$ cat config.mk
export PLATFORM = sky130hd
export DESIGN_NAME = gf_op_scheduler
export DESIGN_NICKNAME = d
export VERILOG_FILES = /design/src/rtl/gf_op_scheduler.sv
export SDC_FILE = /design/constraint.sdc
export NUM_CORES = 1
export LEC_CHECK = 0
export CORE_MARGIN = 2
export CORE_UTILIZATION = 51
export CTS_CLUSTER_SIZE = 40
export DETAILED_ROUTE_END_ITERATION = 12
export MAX_ROUTING_LAYER = met4
export PLACE_DENSITY = 0.79
export SETUP_SLACK_MARGIN = 0.4
export SYNTH_ARGS = -nofsm -noshare
export SYNTH_HDL_FRONTEND = slang
export SYNTH_SLANG_ARGS = --single-unit
$ cat constraint.sdc
create_clock -name clk -period 3.95 [get_ports clk]
set_clock_uncertainty 0.05 [all_clocks]
set_input_delay 1.185 -clock clk [delete_from_list [all_inputs] [get_ports clk]]
set_output_delay 1.185 -clock clk [all_outputs]
set_load 0.02 [all_outputs]
$ cat src/rtl/gf_op_scheduler.sv
// Microcode sequencer for the GF(2^m) ECC datapath: fetch, decode and issue with a
// per-register scoreboard. Optional stall counter built when STALL_CNT_EN is defined.
module gf_op_scheduler #(
  parameter int OP_W    = 32,
  parameter int PC_W    = 6,
  parameter int MUL_LAT = 8,
  parameter int CNT_W   = 4
) (
  input  logic            clk,
  input  logic            rst,
  input  logic            start,
  input  logic [PC_W-1:0] cmd_base,
  output logic            busy,
  output logic            done,
  output logic            err,
  output logic [PC_W-1:0] uop_addr,
  input  logic [OP_W-1:0] uop_data,
  input  logic            core2_busy,
  output logic            issue_valid,
  output logic [OP_W-1:0] issue_op,
  output logic [15:0]     stall_cycles
);

  typedef enum logic [2:0] {IDLE, FETCH, DECODE, ISSUE, DRAIN} state_t;

  state_t                     state;
  logic [PC_W-1:0]            pc;
  logic [OP_W-1:0]            uop_reg;
  logic [7:0][CNT_W-1:0]      sb;

  logic       is_mul, last, hazard, fire, sb_idle;
  logic [2:0] dst, srca, srcb;

  assign is_mul = uop_reg[0];
  assign dst    = uop_reg[3:1];
  assign srca   = uop_reg[6:4];
  assign srcb   = uop_reg[9:7];
  assign last   = uop_reg[10];

  // A counter at 1 is in the cycle its producer's result lands, which the
  // datapath forwards, so only counts above 1 block a dependent issue.
  function automatic logic reg_pending(input logic [2:0] r, input logic [7:0][CNT_W-1:0] s);
    return (r != 3'd0) && (s[r] > CNT_W'(1));
  endfunction

  assign hazard = reg_pending(srca, sb) || reg_pending(srcb, sb) || reg_pending(dst, sb) ||
                  (is_mul && core2_busy);
  assign fire   = (state == ISSUE) && !hazard;
  assign sb_idle = (sb == '0);

  assign issue_valid = fire;
  assign issue_op    = fire ? uop_reg : '0;
  assign done        = (state == DRAIN) && sb_idle;
  assign uop_addr    = pc;

  always_ff @(posedge clk or posedge rst) begin
    if (rst) begin
      state   <= IDLE;
      pc      <= '0;
      uop_reg <= '0;
      busy    <= 1'b0;
      err     <= 1'b0;
    end else begin
      case (state)
        IDLE: if (start) begin
          pc    <= cmd_base;
          err   <= 1'b0;
          busy  <= 1'b1;
          state <= FETCH;
        end
        FETCH:  state <= DECODE;
        DECODE: begin
          uop_reg <= uop_data;
          state   <= ISSUE;
        end
        ISSUE: if (!hazard) begin
          if (last) state <= DRAIN;
          else begin
            if (pc == '1) err <= 1'b1;
            pc    <= pc + 1'b1;
            state <= FETCH;
          end
        end
        DRAIN: if (sb_idle) begin
          busy  <= 1'b0;
          state <= IDLE;
        end
        default: state <= IDLE;
      endcase
    end
  end

  // Issue reload beats the per-cycle decrement; reg 0 is never loaded so stays 0.
  always_ff @(posedge clk or posedge rst) begin
    if (rst) begin
      sb <= '0;
    end else begin
      for (int i = 0; i < 8; i++) begin
        if (fire && dst != 3'd0 && dst == 3'(i))
          sb[i] <= is_mul ? CNT_W'(MUL_LAT) : CNT_W'(1);
        else if (sb[i] != '0)
          sb[i] <= sb[i] - 1'b1;
      end
    end
  end

`ifdef STALL_CNT_EN
  always_ff @(posedge clk or posedge rst) begin
    if (rst)
      stall_cycles <= '0;
    else if (state == IDLE && start)
      stall_cycles <= '0;
    else if (state == ISSUE && hazard && stall_cycles != 16'hFFFF)
      stall_cycles <= stall_cycles + 1'b1;
  end
`else
  assign stall_cycles = '0;
`endif

endmodule

### Word-level counts from Yosys, hierarchy flattened

Cells that the tools add are included.

| storage, ports and cells | value |
|---|---|
| flip-flop bits (word level) | 75 |
| logic and storage cells | 133 |
| input bits | 42 |
| output and inout port bits | 58 |

| operators by class | value |
|---|---|
| mux-type cells | 41 |
| magnitude comparators | 6 |
| reduce and logical (&&, ||, !) cells | 47 |
| eq/ne operators | 17 |
| add/subtract/negate cells | 9 |

Operator list:

| cell | number |
|---|---|
| $mux W4 | 20 |
| $bmux W4 S3 | 3 |
| $logic_not A32 Y1 | 1 |
| $mux W32 | 1 |
| $reduce_bool A4 Y1 | 8 |
| $sub A4 B1 Y4 const B | 8 |
| $reduce_bool A2 Y1 | 10 |
| $mux W6 | 3 |
| $eq A3 B3 Y1 const B | 5 |
| $logic_and A1 B1 Y1 | 15 |
| $pmux W3 S5 | 1 |
| $eq A3 B2 Y1 const B | 4 |
| $gt A4 B1 Y1 const B | 3 |
| $lt A3 B4 Y1 const B | 3 |
| $mux W3 | 4 |
| $pmux W6 S2 | 1 |
| $reduce_bool A3 Y1 | 3 |
| $ne A2 B2 Y1 const B | 4 |
| $add A6 B1 Y6 const B | 1 |
| $eq A3 B1 Y1 const B | 2 |
| $eq A6 B6 Y1 const B | 1 |
| $logic_not A3 Y1 | 2 |
| $mux W1 | 6 |
| $reduce_and A3 Y1 | 2 |
| other kinds (6) | 9 |

### Depth between registers and ports, before layout

| depth | value |
|---|---|
| depth after elaboration | 12 |
| gate-level depth with buffers | 10 |
| gate-level depth less buffers | 8 |

### Least setup slack after synthesis

OpenSTA, ideal clock, no wires.

| timing | value |
|---|---|
| kind | input port to output port |
| from | in core2_busy |
| to | out issue_op[3] |
| setup slack | 60 ps |
| cell stages on the path | 7 |
| data arrival time | 2655 ps |
| buffers on the path | 2 |
| data required time | 2715 ps |
| cell sequence | nand2_1 > o31ai_1 > a2111oi_2 > nand4_2 > buf_6 > clkbuf_1 > nor3_1 |

| on the way | value |
|---|---|
| word-level cells in the longest chain between the ends | 5 |

RTL lines:

| item | RTL line | RTL |
|---|---|---|
| start, declared | 18 | `input logic core2_busy,` |
| $logic_and A1 B1 Y1 | 47 | `(is_mul && core2_busy);` |
| $logic_or A1 B1 Y1 | 46 | `assign hazard = reg_pending(srca, sb) \|\| reg_pending(srcb, sb) \|\| reg_pending(dst, sb) \|\|` |
| $logic_not A1 Y1 | - |  |
| $logic_and A1 B1 Y1 | 48 | `assign fire = (state == ISSUE) && !hazard;` |
| $mux W32 | 52 | `assign issue_op = fire ? uop_reg : '0;` |
| end, declared | 20 | `output logic [OP_W-1:0] issue_op,` |

Every way passes these cells.

### Final worst setup path

| timing | value |
|---|---|
| from | in core2_busy |
| to | out issue_op[21] |

Same word-level chain as after synthesis.

==> results.rst <==
.. list-table::
   :header-rows: 1

   * - Metric
     - Value
   * - Start point of the critical path
     - core2_busy
   * - Worst EP arrival
     - 2.56 ns
   * - Destination of the worst register-to-register timing path
     - sb[7]
   * - EDFF count, synth
     - 0
   * - Number of cells traversed by the worst hold path
     - 1
   * - Maximum buffer depth of the clock tree
     - 2
   * - Detail Route Antenna Nets
     - 0
   * - Post-detailed-route via-to-cell ratio
     - 5.53
   * - Final hold vios
     - 0
   * - Register clock-pin slew on the reported worst setup and hold paths
     - 0.08 ns
   * - Worst-Margin Slew
     - 0.598 ns
   * - Post-layout minimum cycle time
     - 3.80 ns
   * - Boundary pin count
     - 100
   * - Synthesized netlist cell count
     - 446
   * - Syn avg cell area
     - 9.87 um2
   * - Clock Latency Late Sink
     - 0.35 ns
   * - Number of rows in the core area
     - 33
   * - Total placed instance area
     - 5620 um2
   * - Rel. slew slack
     - 60.0%
   * - Worst setup slack for register-to-register paths
     - 1.14 ns
   * - Pins Over Slew Limit
     - 0
   * - Via count of the first global-routing pass
     - 3759
   * - Share of final-layout standard cells stronger than drive strength 1
     - 31.4%
   * - Status
     - completed
   * - DRC violation count after routing
     - 0
   * - Synthesis-to-finish area growth
     - 37.5%
   * - Post-synth top area cell
     - dfrtp_1
   * - Num CTS Buffers
     - 9
   * - Diode insertion count for antenna repair
     - 0
   * - Clock H-tree levels
     - 3
   * - Post-synth design cell area
     - 4400 um2
   * - Post-synthesis sequential area ratio
     - 42.6%
   * - Overflow after GRT
     - 0
   * - Clock tree from TritonCTS
     - done
   * - Worst setup SP type
     - primary input
   * - Die Area
     - 9400 um2
   * - Final cycle utilization of the critical path
     - 96.2%
   * - Final Routed Wirelength
     - 10900 um
   * - Path class of the lowest-slack min-delay path
     - reg2reg
   * - Initial core utilization
     - 53.1%
   * - Largest net degree at the start of global routing
     - 39
   * - Core region area
     - 8300 um2
   * - Static power due to leakage
     - 2.65 nW
   * - Count of distinct cell types in the synthesized netlist
     - 53
   * - Vias after detailed routing
     - 3676
   * - Setup repair after global routing missed its margin
     - yes
   * - Global-route wire length before repair
     - 18400 um
   * - Maximum VDD drop
     - 0.502 mV
   * - Total power per unit cell area
     - 792 nW/um2
   * - Post-synth top area share
     - 42.6%
   * - Max-cap violations
     - 0
   * - Number of iterations in the first detailed-routing pass
     - 5
   * - Width of the die
     - 96.9 um
   * - Initial antenna violation count
     - 0
   * - Final design instance area without fill
     - 6060 um2
   * - Count of routing violations after the opening detailed-route iteration
     - 267
   * - HPWL reported at the end of detailed placement
     - 7380 um
   * - Final RePlAce weighted congestion
     - 0.889
   * - Fmax
     - 263 MHz
   * - Most common cell after layout, fill and taps aside
     - dfrtp_1
   * - Commonest cells after routing, fill and taps aside
     - 74 x dfrtp_1, 48 x clkdlybuf4s50_1, 29 x mux2_2, 29 x buf_6, 28 x buf_4
   * - Top cells by area, synth
     - dfrtp_1 43%, mux2_2 7.4%, ha_1 4.5%, and2_1 4.4%, nor3_1 3.0%
   * - PortBufs
     - 83
   * - Worst r2r path cells
     - 9
   * - WP data required
     - 2.71 ns
   * - Share of flip-flops with an asynchronous set or reset
     - 100%
   * - CP endpoint kind
     - output port
   * - Clk sink count
     - 75
   * - Commonest register cell after synthesis
     - dfrtp_1
   * - Post-synthesis sequential element count
     - 75
   * - Total of warnings raised by yosys
     - 0
   * - Capturing element of the worst setup path
     - issue_op[21]
   * - Final setup violation count
     - 0
   * - CTS root buffer
     - clkbuf_8
   * - Height of the chip
     - 96.9 um
   * - Instance count after placement with tap cells included
     - 643
   * - Final layout net count
     - 614
   * - Critical path fanouts, max
     - 7
   * - Worst r2r src
     - sb[19]
   * - Classification of the worst setup path
     - in2out
   * - Global Route Usage Sum
     - 24.5%
   * - Final Non-Filler Cells
     - 665
   * - Detail-routed net length per standard cell
     - 16.5 um
## report_power, final
part	leakage, nW	internal [mW]	switching [mW]
Clock	0.108	0.367	0.294
Combinational	1.64	1.32	1.29
Sequential	0.897	1.13	0.392
## cell usage after synthesis (2+ instances only)
master,count
clkbuf_1,11
and2_1,31
inv_1,27
a21oi_1,18
or3_1,7
dfrtp_1,75
nor2b_1,2
or2_2,2
a21o_1,5
and3_1,3
nor3_1,26
nand4_1,3
nand3_1,10
nor4_4,3
o22ai_1,2
buf_2,4
nor2_1,15
or3_4,4
mux2_2,29
a211oi_1,3
a2111oi_0,2
a21boi_0,4
ha_1,16
nor3b_1,9
xnor2_1,8
nand2b_1,16
nand3b_1,6
mux2i_1,7
nor4_1,8
o21ai_0,19
nor4b_1,4
a2bb2oi_1,3
nand2_1,28
buf_4,16
or3b_2,2
## area by class of cell
| type | count | area, um2 |
|---|---|---|
| multi-input combinational | 326 | 2520 |
| fill | 554 | 2240 |
| sequential | 75 | 1880 |
| clock buffer | 10 | 138 |
| timing repair buffer | 117 | 1210 |
| tap | 105 | 131 |
| clock inverter | 5 | 77.6 |
| inverter | 27 | 101 |
## worst max-delay path, stage by stage
cell,delay [ns]
buf_8,0.10
nand2_8,0.05
o31ai_4,0.07
a2111oi_4,0.23
nand4_2,0.20
nor2_4,0.19
buf_6,0.15
clkbuf_16,0.14
and2_4,0.13
buf_6,0.11
## metal layers
layer / track usage (%) / vias up / share of wire [%]
met4: 6.50 / 0 / 1.4
met5: - / - / 0
met1: 32.2 / 1776 / 43
li1: - / 1747 / -
met2: 39.2 / 136 / 49
met3: 4.84 / 17 / 6.0
## timing repair
action	CTS	global route
cloned	2	1
gates resized for setup	200	15
buffers inserted	2	2
hold buffers	0	0
pin swaps	9	10
endpoints found under the setup margin	34	34
## logic make-up after synthesis
group / Yosys count / share of synthesized area [%]
AOI/OAI and AO/OA: 66 / 9.57
xor gates and xnor gates: 8 / 1.59
adders and majority gates: 16 / 4.55
buffers and inverters: 60 / 6.76
DFF: 75 / 42.6
muxes: 38 / 9.60
other: 1 / 0.0851
and+or+nand+nor: 182 / 25.2
## through the flow
stage	utilization, %	setup TNS, ns	total power [mW]	hold slack, ns	setup WS, ns
after floorplan	-	0	3.15	0.396	0.224
after global placement	67.7	-25.07	3.81	0.413	-0.796
after detailed placement	67.7	-25.39	3.89	0.412	-0.812
after CTS	71.9	0	4.67	0.427	0.0837
after global routing	73.0	0	5.14	0.450	0.0193
final	73.0	0	4.79	0.423	0.150
## how the worst min path moves through the flow
stage	end	slack (ns)	start
final	sb[0]	0.42	sb[0]
after floorplan	sb[0]	0.40	sb[0]
after detailed placement	sb[0]	0.41	sb[0]
after global placement	sb[0]	0.41	sb[0]
after global routing	sb[0]	0.45	sb[0]
after CTS	sb[0]	0.43	sb[0]
No activity file was read; power rests on OpenSTA's default activity.
